==> src/rtl/trace_pkg.sv <==
// Shared definitions for the retirement trace transmitter: record type codes,
// payload word counts, header field offsets, record layout and serialiser states.
// Optional build macro: TRACE_CYCLE_STAMP_EN (adds a 32-bit capture-cycle stamp
// to every record and two extra stream words after PC).
package trace_pkg;

    // Record type codes carried in header bits [15:12]
    typedef enum logic [2:0] {
        T_NOP  = 3'd0,
        T_REG  = 3'd1,
        T_LD   = 3'd2,
        T_ST   = 3'd3,
        T_HALT = 3'd4
    } trace_type_e;

    // Header field offsets
    localparam int HDR_TYPE_LSB = 12;
    localparam int HDR_REG_LSB  = 8;
    localparam int HDR_SEQ_LSB  = 0;

    // Payload words following PC (and the stamp, when present)
    localparam logic [1:0] PAY_NOP  = 2'd0;
    localparam logic [1:0] PAY_REG  = 2'd1;
    localparam logic [1:0] PAY_LD   = 2'd2;
    localparam logic [1:0] PAY_ST   = 2'd2;
    localparam logic [1:0] PAY_HALT = 2'd0;

    function automatic logic [1:0] payload_words(input trace_type_e t);
        case (t)
            T_REG:   return PAY_REG;
            T_LD:    return PAY_LD;
            T_ST:    return PAY_ST;
            T_HALT:  return PAY_HALT;
            default: return PAY_NOP;
        endcase
    endfunction

    // One buffered record; p0/p1 are already in stream order for the type
    typedef struct packed {
        trace_type_e typ;
        logic [3:0]  wreg;
        logic [7:0]  seq;
        logic [15:0] pc;
`ifdef TRACE_CYCLE_STAMP_EN
        logic [31:0] stamp;
`endif
        logic [15:0] p0;
        logic [15:0] p1;
    } trace_rec_t;

    // Serialiser states
    typedef enum logic [2:0] {
        S_IDLE     = 3'd0,
        S_HDR      = 3'd1,
        S_PC       = 3'd2,
`ifdef TRACE_CYCLE_STAMP_EN
        S_STAMP_HI = 3'd3,
        S_STAMP_LO = 3'd4,
`endif
        S_P0       = 3'd5,
        S_P1       = 3'd6
    } tx_state_e;

endpackage

==> src/rtl/trace_fifo.sv <==
// Synchronous record FIFO. A push while full is accepted only when a pop
// happens in the same cycle; a pop while empty is ignored.
module trace_fifo #(
    parameter int DEPTH = 8,
    parameter int W     = 8
) (
    input  logic                     clk,
    input  logic                     rst_n,
    input  logic                     push,
    input  logic [W-1:0]             din,
    input  logic                     pop,
    output logic [W-1:0]             dout,
    output logic                     full,
    output logic                     empty,
    output logic [$clog2(DEPTH):0]   count
);

    localparam int AW = $clog2(DEPTH);

    logic [W-1:0]  mem_q [DEPTH];
    logic [W-1:0]  mem_d [DEPTH];
    logic [AW-1:0] wr_q, wr_d, rd_q, rd_d;
    logic [AW:0]   cnt_q, cnt_d;
    logic          push_ok, pop_ok;

    assign full    = (cnt_q == (AW+1)'(DEPTH));
    assign empty   = (cnt_q == '0);
    assign count   = cnt_q;
    assign dout    = mem_q[rd_q];
    assign push_ok = push & (~full | pop);
    assign pop_ok  = pop & ~empty;

    // Next pointers, occupancy and storage contents
    always_comb begin
        mem_d = mem_q;
        wr_d  = wr_q;
        rd_d  = rd_q;
        cnt_d = cnt_q;
        if (push_ok) begin
            mem_d[wr_q] = din;
            wr_d        = wr_q + 1'b1;
        end
        if (pop_ok) begin
            rd_d = rd_q + 1'b1;
        end
        case ({push_ok, pop_ok})
            2'b10:   cnt_d = cnt_q + 1'b1;
            2'b01:   cnt_d = cnt_q - 1'b1;
            default: cnt_d = cnt_q;
        endcase
    end

    // Pointer and occupancy registers
    always_ff @(posedge clk) begin
        if (!rst_n) begin
            wr_q  <= '0;
            rd_q  <= '0;
            cnt_q <= '0;
        end else begin
            wr_q  <= wr_d;
            rd_q  <= rd_d;
            cnt_q <= cnt_d;
        end
    end

    // Storage needs no reset: entries are only read after being written
    always_ff @(posedge clk) begin
        mem_q <= mem_d;
    end

endmodule

==> src/rtl/retire_trace_tx.sv <==
// Retirement trace transmitter: classifies each committing cycle into one
// record, buffers records and serialises them as 16-bit valid/ready words.
// Optional build macro: TRACE_CYCLE_STAMP_EN (capture-cycle stamp words).
//
// Stream handshake: a word transfers on a rising clk edge where tx_valid and
// tx_ready are both 1. While tx_valid=1 and tx_ready=0, tx_valid, tx_data and
// tx_last hold. tx_valid falls only after a tx_last transfer that empties the
// FIFO; with tx_ready held high, records stream without idle cycles.
module retire_trace_tx
    import trace_pkg::*;
#(
    parameter int FIFO_DEPTH = 8,
    parameter int CYC_W      = 32
) (
    input  logic             clk,
    input  logic             rst_n,
    input  logic             en,
    input  logic [15:0]      pc,
    input  logic             reg_write,
    input  logic [3:0]       write_reg,
    input  logic [15:0]      write_data,
    input  logic             mem_read,
    input  logic             mem_write,
    input  logic [15:0]      mem_addr,
    input  logic [15:0]      mem_data,
    input  logic             hlt,
    output logic             tx_valid,
    input  logic             tx_ready,
    output logic [15:0]      tx_data,
    output logic             tx_last,
    output logic             overflow,
    output logic [CYC_W-1:0] drop_count,
    output logic [CYC_W-1:0] inst_count,
    output logic             done,
    output tx_state_e        dbg_state
);

    localparam int CNT_W = $clog2(FIFO_DEPTH) + 1;

    tx_state_e        state_q, state_d;
    trace_rec_t       cap_rec, push_rec, head_rec, pend_rec_q, pend_rec_d;
    logic             pend_q, pend_d;
    logic             halt_seen_q, halt_seen_d;
    logic             overflow_q, overflow_d;
    logic             done_q, done_d;
    logic [CYC_W-1:0] inst_q, inst_d, drop_q, drop_d;
    logic             capture, push, pop, room, more;
    logic             fifo_full, fifo_empty;
    logic [CNT_W-1:0] fifo_count;
    logic [1:0]       npay;

`ifdef TRACE_CYCLE_STAMP_EN
    logic [CYC_W-1:0] cyc_q, cyc_d;

    // Cycles since reset release, used as the capture stamp
    always_comb begin
        cyc_d = cyc_q + 1'b1;
    end

    // Cycle stamp counter register
    always_ff @(posedge clk) begin
        if (!rst_n) cyc_q <= '0;
        else        cyc_q <= cyc_d;
    end
`endif

    assign capture    = en & ~halt_seen_q;
    assign pop        = tx_valid & tx_ready & tx_last;
    assign room       = ~fifo_full | pop;
    assign overflow   = overflow_q;
    assign drop_count = drop_q;
    assign inst_count = inst_q;
    assign done       = done_q;
    assign dbg_state  = state_q;
    assign npay       = payload_words(head_rec.typ);
    // Another record will be at the FIFO head after the current tx_last:
    // either one is already queued behind it, or one is pushed this cycle
    // (a push always has room in a popping cycle).
    assign more       = (fifo_count > CNT_W'(1)) | pend_q | capture;

    // Classify the committing cycle into a record (HALT > LD > REG > ST > NOP)
    always_comb begin
        cap_rec      = '0;
        cap_rec.wreg = write_reg;
        cap_rec.seq  = inst_q[7:0];
        cap_rec.pc   = pc;
`ifdef TRACE_CYCLE_STAMP_EN
        cap_rec.stamp = 32'(cyc_q);
`endif
        if (hlt) begin
            cap_rec.typ = T_HALT;
        end else if (reg_write && mem_read) begin
            cap_rec.typ = T_LD;
            cap_rec.p0  = write_data;
            cap_rec.p1  = mem_addr;
        end else if (reg_write) begin
            cap_rec.typ = T_REG;
            cap_rec.p0  = write_data;
        end else if (mem_write) begin
            cap_rec.typ = T_ST;
            cap_rec.p0  = mem_addr;
            cap_rec.p1  = mem_data;
        end else begin
            cap_rec.typ = T_NOP;
        end
    end

    // Enqueue, drop accounting, pending halt and completion tracking
    always_comb begin
        push        = 1'b0;
        push_rec    = cap_rec;
        pend_d      = pend_q;
        pend_rec_d  = pend_rec_q;
        halt_seen_d = halt_seen_q;
        overflow_d  = overflow_q;
        inst_d      = inst_q;
        drop_d      = drop_q;
        done_d      = done_q;
        if (pend_q) begin
            // Captures are frozen once halt is seen, so only the halt moves
            push     = room;
            push_rec = pend_rec_q;
            if (room) pend_d = 1'b0;
        end else if (capture) begin
            inst_d = inst_q + 1'b1;
            if (cap_rec.typ == T_HALT) begin
                halt_seen_d = 1'b1;
                push        = room;
                if (!room) begin
                    pend_d     = 1'b1;
                    pend_rec_d = cap_rec;
                end
            end else if (room) begin
                push = 1'b1;
            end else begin
                overflow_d = 1'b1;
                if (drop_q != '1) drop_d = drop_q + 1'b1;
            end
        end
        if (pop && head_rec.typ == T_HALT) done_d = 1'b1;
    end

    // Serialiser: word selection, last flag and next state
    always_comb begin
        state_d  = state_q;
        tx_valid = 1'b0;
        tx_data  = '0;
        tx_last  = 1'b0;
        case (state_q)
            S_IDLE: begin
                if (pend_q || capture) state_d = S_HDR;
            end
            S_HDR: begin
                tx_valid = 1'b1;
                tx_data[HDR_TYPE_LSB +: 4] = {1'b0, head_rec.typ};
                tx_data[HDR_REG_LSB  +: 4] = head_rec.wreg;
                tx_data[HDR_SEQ_LSB  +: 8] = head_rec.seq;
                if (tx_ready) state_d = S_PC;
            end
`ifdef TRACE_CYCLE_STAMP_EN
            S_PC: begin
                tx_valid = 1'b1;
                tx_data  = head_rec.pc;
                if (tx_ready) state_d = S_STAMP_HI;
            end
            S_STAMP_HI: begin
                tx_valid = 1'b1;
                tx_data  = head_rec.stamp[31:16];
                if (tx_ready) state_d = S_STAMP_LO;
            end
            S_STAMP_LO: begin
                tx_valid = 1'b1;
                tx_data  = head_rec.stamp[15:0];
                tx_last  = (npay == 2'd0);
                if (tx_ready) state_d = (npay == 2'd0) ? (more ? S_HDR : S_IDLE) : S_P0;
            end
`else
            S_PC: begin
                tx_valid = 1'b1;
                tx_data  = head_rec.pc;
                tx_last  = (npay == 2'd0);
                if (tx_ready) state_d = (npay == 2'd0) ? (more ? S_HDR : S_IDLE) : S_P0;
            end
`endif
            S_P0: begin
                tx_valid = 1'b1;
                tx_data  = head_rec.p0;
                tx_last  = (npay == 2'd1);
                if (tx_ready) state_d = (npay == 2'd1) ? (more ? S_HDR : S_IDLE) : S_P1;
            end
            S_P1: begin
                tx_valid = 1'b1;
                tx_data  = head_rec.p1;
                tx_last  = 1'b1;
                if (tx_ready) state_d = more ? S_HDR : S_IDLE;
            end
            default: state_d = S_IDLE;
        endcase
    end

    // Control and status registers
    always_ff @(posedge clk) begin
        if (!rst_n) begin
            state_q     <= S_IDLE;
            pend_q      <= 1'b0;
            pend_rec_q  <= '0;
            halt_seen_q <= 1'b0;
            overflow_q  <= 1'b0;
            inst_q      <= '0;
            drop_q      <= '0;
            done_q      <= 1'b0;
        end else begin
            state_q     <= state_d;
            pend_q      <= pend_d;
            pend_rec_q  <= pend_rec_d;
            halt_seen_q <= halt_seen_d;
            overflow_q  <= overflow_d;
            inst_q      <= inst_d;
            drop_q      <= drop_d;
            done_q      <= done_d;
        end
    end

    trace_fifo #(
        .DEPTH (FIFO_DEPTH),
        .W     ($bits(trace_rec_t))
    ) u_fifo (
        .clk   (clk),
        .rst_n (rst_n),
        .push  (push),
        .din   (push_rec),
        .pop   (pop),
        .dout  (head_rec),
        .full  (fifo_full),
        .empty (fifo_empty),
        .count (fifo_count)
    );

    // Emptiness is implied by the FSM returning to idle; kept for observability
    logic unused_empty;
    assign unused_empty = fifo_empty;

endmodule

==> config.mk <==
export PLATFORM = sky130hd
export DESIGN_NAME = retire_trace_tx
export DESIGN_NICKNAME = d
export VERILOG_FILES = /design/src/rtl/trace_pkg.sv /design/src/rtl/trace_fifo.sv /design/src/rtl/retire_trace_tx.sv
export SDC_FILE = /design/constraint.sdc
export NUM_CORES = 1
export LEC_CHECK = 0
export ABC_AREA = 1
export BUFFER_PORTS_ARGS = -buffer_cell sky130_fd_sc_hd__buf_2
export CAP_MARGIN = 20
export CELL_PAD_IN_SITES_DETAIL_PLACEMENT = 0
export CELL_PAD_IN_SITES_GLOBAL_PLACEMENT = 2
export CORE_AREA = 2 2 291 235
export CTS_CLUSTER_SIZE = 12
export DETAILED_ROUTE_END_ITERATION = 6
export DIE_AREA = 0 0 293 237
export GPL_ROUTABILITY_DRIVEN = 0
export PLACE_DENSITY = 0.78
export SLEW_MARGIN = 15
export SYNTH_ARGS = -nofsm -noshare
export SYNTH_HDL_FRONTEND = slang
export SYNTH_SLANG_ARGS = --single-unit
==> constraint.sdc <==
create_clock -name clk -period 5.57 [get_ports clk]
set_input_delay 0.2785 -clock clk [delete_from_list [all_inputs] [get_ports clk]]
set_output_delay 0.2785 -clock clk [all_outputs]
set_load 0.02 [all_outputs]
# Word-level counts from Yosys, hierarchy flattened
# Index checks and enable logic that the tools add are counted.
op_classes:
  add_sub_neg: 6
  order_cmp: 4
  n_eq_ne: 19
  muxes: 38
  bitwise_logic: 16
  reduce_logical: 16
op_table:
  columns: ["cell", "count"]
  rows:
  - ["bitwise mux 504 bit", 1]
  - ["2-to-1 mux 63 bit", 4]
  - ["binary-select mux 63 bit (select 3 bit)", 1]
  - ["demux 63 bit (select 3 bit)", 1]
  - ["2-to-1 mux 32 bit", 3]
  - ["adder 32 x 1 -> 32 bit (second input constant)", 2]
  - ["one-hot mux 16 bit (4 select lines)", 1]
  - ["2-to-1 mux 16 bit", 2]
  - ["inequality test 32 bit (second input constant)", 1]
  - ["2-to-1 mux 3 bit", 10]
  - ["one-hot mux 3 bit (5 select lines)", 1]
  - ["== test 3 bit (second input constant)", 4]
  - ["2-to-1 mux 1 bit", 10]
  - ["inequality test 2 bit (second input constant)", 5]
  - ["AND reduction 5 bit", 2]
  - ["== test 3 x 2 -> 1 bit (second input constant)", 3]
  - [">= comparator 4 bit (second input constant)", 2]
  - ["inverter 3 -> 4 bit", 2]
  - ["one-hot mux 4 bit (2 select lines)", 1]
  - ["AND reduction 4 bit", 2]
  - ["adder 3 x 1 -> 3 bit (second input constant)", 2]
  - ["== test 3 x 1 -> 1 bit (second input constant)", 2]
  - ["inverter 1 bit", 6]
  - ["AND 1 bit", 5]
  - ["other kinds (21)", 26]
word_totals:
  register_bits: 648
  input_bits: 76
  out_inout_bits: 87
  elab_cells: 123

# Longest topological paths before layout
depth:
  word_depth: 18
  depth_mapped: 20
  mapped_depth_nobuf: 18

# Hierarchy
# A second synthesis with hierarchy kept.
hier_totals:
  hier_cells: 3008
  hier_area_um2: 28476.1
by_module_without_submodules:
  columns: ["mod", "n_inst", "cells_per_inst", "area_each_um2", "seq_area_each_um2"]
  rows:
  - ["trace_fifo", 1, 1708, 20543.5, 15334.7]
  - ["retire_trace_tx", 1, 1300, 7932.6, 2682.6]

# Worst setup path after synthesis
# No wires, ideal clock.
synth_timing:
  path_kind: "flip-flop to flip-flop"
  startpoint: "register state_q[2], in the netlist dbg_state[2]"
  endpoint: "register u_fifo.mem_q[100] (netlist name) (enable)"
  t_arrival_ns: 4.499
  required_ns: 5.086
  setup_slack_ns: 0.586
  path_stages_with_launch: 10
  synth_period_minus_slack_ns: 4.984
  cell_sequence: "dfxtp_1 > inv_1 > nor3_2 > nand4_2 > nand3_4 > nand2_4 > nand2_1 > nand2_1 > or2_1 > nor2_1"
synth_lines:
  columns: ["element", "line", "source"]
  rows:
  - ["from (decl)", "retire_trace_tx.sv:40", "tx_state_e state_q, state_d;"]
  - ["from (signal assigned)", "retire_trace_tx.sv:213", "state_q <= state_d;"]
  - ["== test 3 bit or == test 3 x 2 -> 1 bit (tied branches)", "retire_trace_tx.sv:149", "case (state_q)"]
  - ["one-hot mux 1 bit (3 select lines) *", "retire_trace_tx.sv:149", null]
  - ["net tx_last", "retire_trace_tx.sv:30", "output logic tx_last,"]
  - ["AND 1 bit *", "retire_trace_tx.sv:68", "assign pop = tx_valid & tx_ready & tx_last;"]
  - ["bitwise OR 1 bit *", "trace_fifo.sv:30, retire_trace_tx.sv:69", null]
  - ["2-to-1 mux 1 bit", "retire_trace_tx.sv:133", "end else if (room) begin"]
  - ["2-to-1 mux 1 bit", "retire_trace_tx.sv:126", "if (cap_rec.typ == T_HALT) begin"]
  - ["2-to-1 mux 1 bit", "retire_trace_tx.sv:124", "end else if (capture) begin"]
  - ["2-to-1 mux 1 bit", "retire_trace_tx.sv:119", "if (pend_q) begin"]
  - ["AND 1 bit *", "trace_fifo.sv:30", "assign push_ok = push & (~full | pop);"]
  - ["to (signal assigned)", "trace_fifo.sv:68", "mem_q <= mem_d;"]
  - ["to (decl)", "trace_fifo.sv:20", "logic [W-1:0] mem_q [DEPTH];"]
# Mark *: on every way through the listed nets, which the timed path passes. The rest lies on a longest branch.
# A chain may end at the register's enable or synchronous reset.

# Final worst setup path
layout_timing:
  startpoint: "register u_fifo.rd_q[1]"
  endpoint: "output tx_data[0]"
layout_between:
  elab_chain_cells: 5
layout_rtl:
  columns: ["element", "line", "source"]
  rows:
  - ["from (decl)", "trace_fifo.sv:22", "logic [AW-1:0] wr_q, wr_d, rd_q, rd_d;"]
  - ["from (signal assigned)", "trace_fifo.sv:61", "rd_q <= rd_d;"]
  - ["inverter 3 -> 4 bit (not written as such)", "trace_fifo.sv:29", "assign dout = mem_q[rd_q];"]
  - ["binary-select mux 63 bit (select 3 bit)", "trace_fifo.sv:29", null]
  - ["2-to-1 mux 63 bit (not written as such) (2 in a row)", "trace_fifo.sv:29", null]
  - ["one-hot mux 16 bit (4 select lines)", "retire_trace_tx.sv:149", null]
  - ["to (decl)", "retire_trace_tx.sv:29", "output logic [15:0] tx_data,"]
# No other way between the ends. The select of a mux whose other input is x is not followed.

==> results.cfg <==
[status]
status = complete, no violations

[clocking]
ctsHoldBuffers = 20
ctsHtreeMaxLevel = 3
cts_sinks = 648
cts_setup_buffers = 0
clockRootBuffer = clkbuf_16
insertion_delay_ps = 610
cts.path.max_buffers = 3
ctsResizeCount = 0
path_clk_slew_ps = 60
cts_buffers = 69
cts_tree = built

[floorplanning]
ios = 163
dieArea_um2 = 69400
die_w_um = 293
core_region_area_um2 = 66700
fp-row-count = 85
die_y_um = 237
initial_core_util_pct = 40.5

[global_route]
grt_usage_pct = 22.3
grt_use_met3_pct = 4.97
grtUsageMet1_pct = 33.0
busiest_layer = met2
grt_max_degree = 199
grt_pass1_vias = 18800
grt_first_pass_wirelength_mm = 117
use_met2_pct = 33.3
antenna_found_initial = 1
grt_overflow = 0

[synth]
synthAdderAreaFrac_pct = 0.370
synth_seq_cells = 648
syn_inst = 2472
ys_top_cells_by_area = edfxtp_1 (56%), dfxtp_1 (11%), o21ai_0 (6.0%)
synth_top_family_by_area = simple AND/OR/NAND/NOR gates
synth_simple_gate_area_share_pct = 13.5
syn-mean-instance-area_um2 = 10.9
yosys.area.top_type = edfxtp_1
synth_edf_count = 504
synthMuxAreaShare_pct = 0
async_flop_share_pct = 0
ys_seq_area_share_pct = 66.7
synth-main-ff-cell = edfxtp_1
synth_cell_types = 41
synth_compound_area_share_pct = 13.1
netlist_area_um2 = 27000
synthXorXnorAreaFrac_pct = 1.39
synth_nets = 2556
synth.top_cell.area_share_pct = 56.0
yosys_warnings = 0

[timing]
setup_viol_count_final = 0
fin_crit_ps = 4110
fmax_mhz = 244
relSlewSlack_pct = 22.8
fin_tns_setup_ps = 0
hold_ws_ps = 118
tightestPinTransition_ps = 1160
finalClockSkew_ps = 27.5
period_share_pct = 73.7
hold_violations = 0
rsz0062_at_grt = no
finalMaxSlewViolations = 0

[setup_path]
required_ps = 5290
critical_path.max_fanout = 77
path_buf_inv = 4
reg2reg_slack_ps = 1770
cp.arrival_ps = 3830
crit_top_cell = buf_4
critPathKind = flip-flop to output pin
slowest_delay_ps = 810
r2r_cells = 15
critPathTopFamily = buffers and inverters
reg2reg_to = u_fifo.mem_q[348]$_DFFE_PP_
crit_chain = clkinv_2, buf_4, buf_4, o21ai_0, o221ai_1, o211ai_1, nand4_1, buf_2
worstSetupStartpointType = flip-flop
r2r_start = u_fifo.rd_q[0]$_SDFFE_PN0P_
cp-end-kind = output pin
critPathSlowestCell = buf_4

[min_path]
holdPathStages = 3
min_from = hlt
min_to = pend_rec_q[48]$_SDFFE_PN0P_
hp-class = input port to flip-flop

[power_and_ir_drop]
power_density_nw_per_um2 = 336
sw_frac_of_total_pct = 23.9
intPower_uw = 7960
irDropWorstVdd_v = 0.000213
combPwrFrac_pct = 8.3
total_power_uw = 10500
leakage_uw = 0.0111
p_switching_uw = 2500
p_seq_share_pct = 51.2
pwr-share-clk_pct = 40.5

[route]
wl_mm = 78.1
wl_per_cell_um = 22.1
drt_pass1_iterations = 5
ant_nets = 0
drt_iter0_drc = 1911
vias = 19500
drc_errors = 0
vias_per_cell = 5.51

[cells_and_area]
drive_gt1_share_pct = 12.9
n_fill_cell = 6082
final_util_pct = 46.7
area_growth_pct = 15.3
postLayoutCellArea_um2 = 31100
nets = 2702
diodes = 0

[placed_design]
post-dp-hpwl_mm = 45.9
io_buffers = 162
dpl-instance-area_um2 = 28800

[job]
drv_cap = 0
==> synth_stat cells, types with 4 or more instances <==
library cell,n
a21oi_1,69
a22oi_1,33
buf_1,8
buf_2,17
buf_4,16
buf_6,5
clkbuf_1,123
dfxtp_1,144
edfxtp_1,504
ha_1,8
inv_1,147
nand2_1,272
nand2_2,7
nand3_1,86
nand4_1,60
nor2_1,373
nor3_1,28
nor4_1,13
o211ai_1,40
o21a_1,4
o21ai_0,325
o221ai_1,82
o22ai_1,38
xnor2_1,9
xor2_1,34
==> tightest hold or removal path, stage by stage <==
cell and delay, ps:
buf_2 200, nand4_1 130, a21oi_1 60
==> power groups by stage <==
| stage | Sequential, µW | Clock, µW | Combinational (µW) |
|---|---|---|---|
| after floorplan | 5460 | 0 | 461 |
| after global placement | 5450 | 0 | 850 |
| after detailed placement | 5460 | 0 | 861 |
| after CTS | 5350 | 4320 | 875 |
| after global routing | 5360 | 4540 | 945 |
| final | 5350 | 4230 | 870 |
==> worst max path at each step <==
stage,from,end,depth (start not counted)
4_1_cts,u_fifo.rd_q[1]$_SDFFE_PN0P_,tx_data[0],8
3_3_place_gp,u_fifo.rd_q[0]$_SDFFE_PN0P_,u_fifo.mem_q[330]$_DFFE_PP_,15
2_1_floorplan,dbg_state[2]$_SDFFE_PN0P_,u_fifo.mem_q[100]$_DFFE_PP_,9
6_report,u_fifo.rd_q[1]$_SDFFE_PN0P_,tx_data[0],8
5_1_grt,u_fifo.rd_q[1]$_SDFFE_PN0P_,tx_data[0],8
3_5_place_dp,u_fifo.rd_q[0]$_SDFFE_PN0P_,u_fifo.mem_q[352]$_DFFE_PP_,15
==> final cells by class <==
cell class	count	area, µm²	share of cell area, %
Clock buffer	107	1950	6.27
Clock inverter	12	85.1	0.273
Tap cell	870	1090	3.49
Multi-Input combinational cell	1503	7770	25.0
Inverter	152	578	1.86
Sequential cell	648	18000	57.9
Timing Repair Buffer	244	1640	5.27
==> logic make-up (layout without fill, tap and decap cells) <==
kind of cell | Yosys count | count (layout)
DFF | 648 | 648
buffers and inverters | 321 | 515
AOI/OAI and AO/OA | 596 | 596
adders and majority gates | 8 | 8
and+or+nand+nor | 856 | 856
xor gates and xnor gates | 43 | 43
==> state kept, by name (all words and copies together) (netlist names), 3 cells and up <==
signal	flops
pend_rec_q	63
dbg_state	3
u_fifo.mem_q	504
inst_count	32
drop_count	32
u_fifo.rd_q	3
u_fifo.wr_q	3
u_fifo.count	4
==> per-stage QoR <==
stage / setup slack [ps] / cells
CTS: 1500 / 3526
global placement: 1800 / 3384
finish: 1460 / 3536
global route: 1300 / 3536
detailed placement: 1730 / 3387
floorplan: 586 / 2472
==> routing by layer <==
| metal | vias to the layer above | routed length [µm] |
|---|---|---|
| met2 | 641 | 33700 |
| met1 | 9584 | 37500 |
| met4 | 0 | 1400 |
| met5 | - | 0 |
| li1 | 9168 | - |
| met3 | 90 | 5510 |
==> cells in the final DEF (no fill, tap or decap), types with 40 or more instances in the layout <==
cell type,instances
edfxtp_1,504
nor2_1,361
o21ai_0,315
nand2_1,272
buf_2,165
inv_1,146
dfxtp_1,140
nand3_1,86
o221ai_1,82
clkbuf_16,72
a21oi_1,69
nand4_1,60
o211ai_1,40
Power figures use the tool's default switching activity.
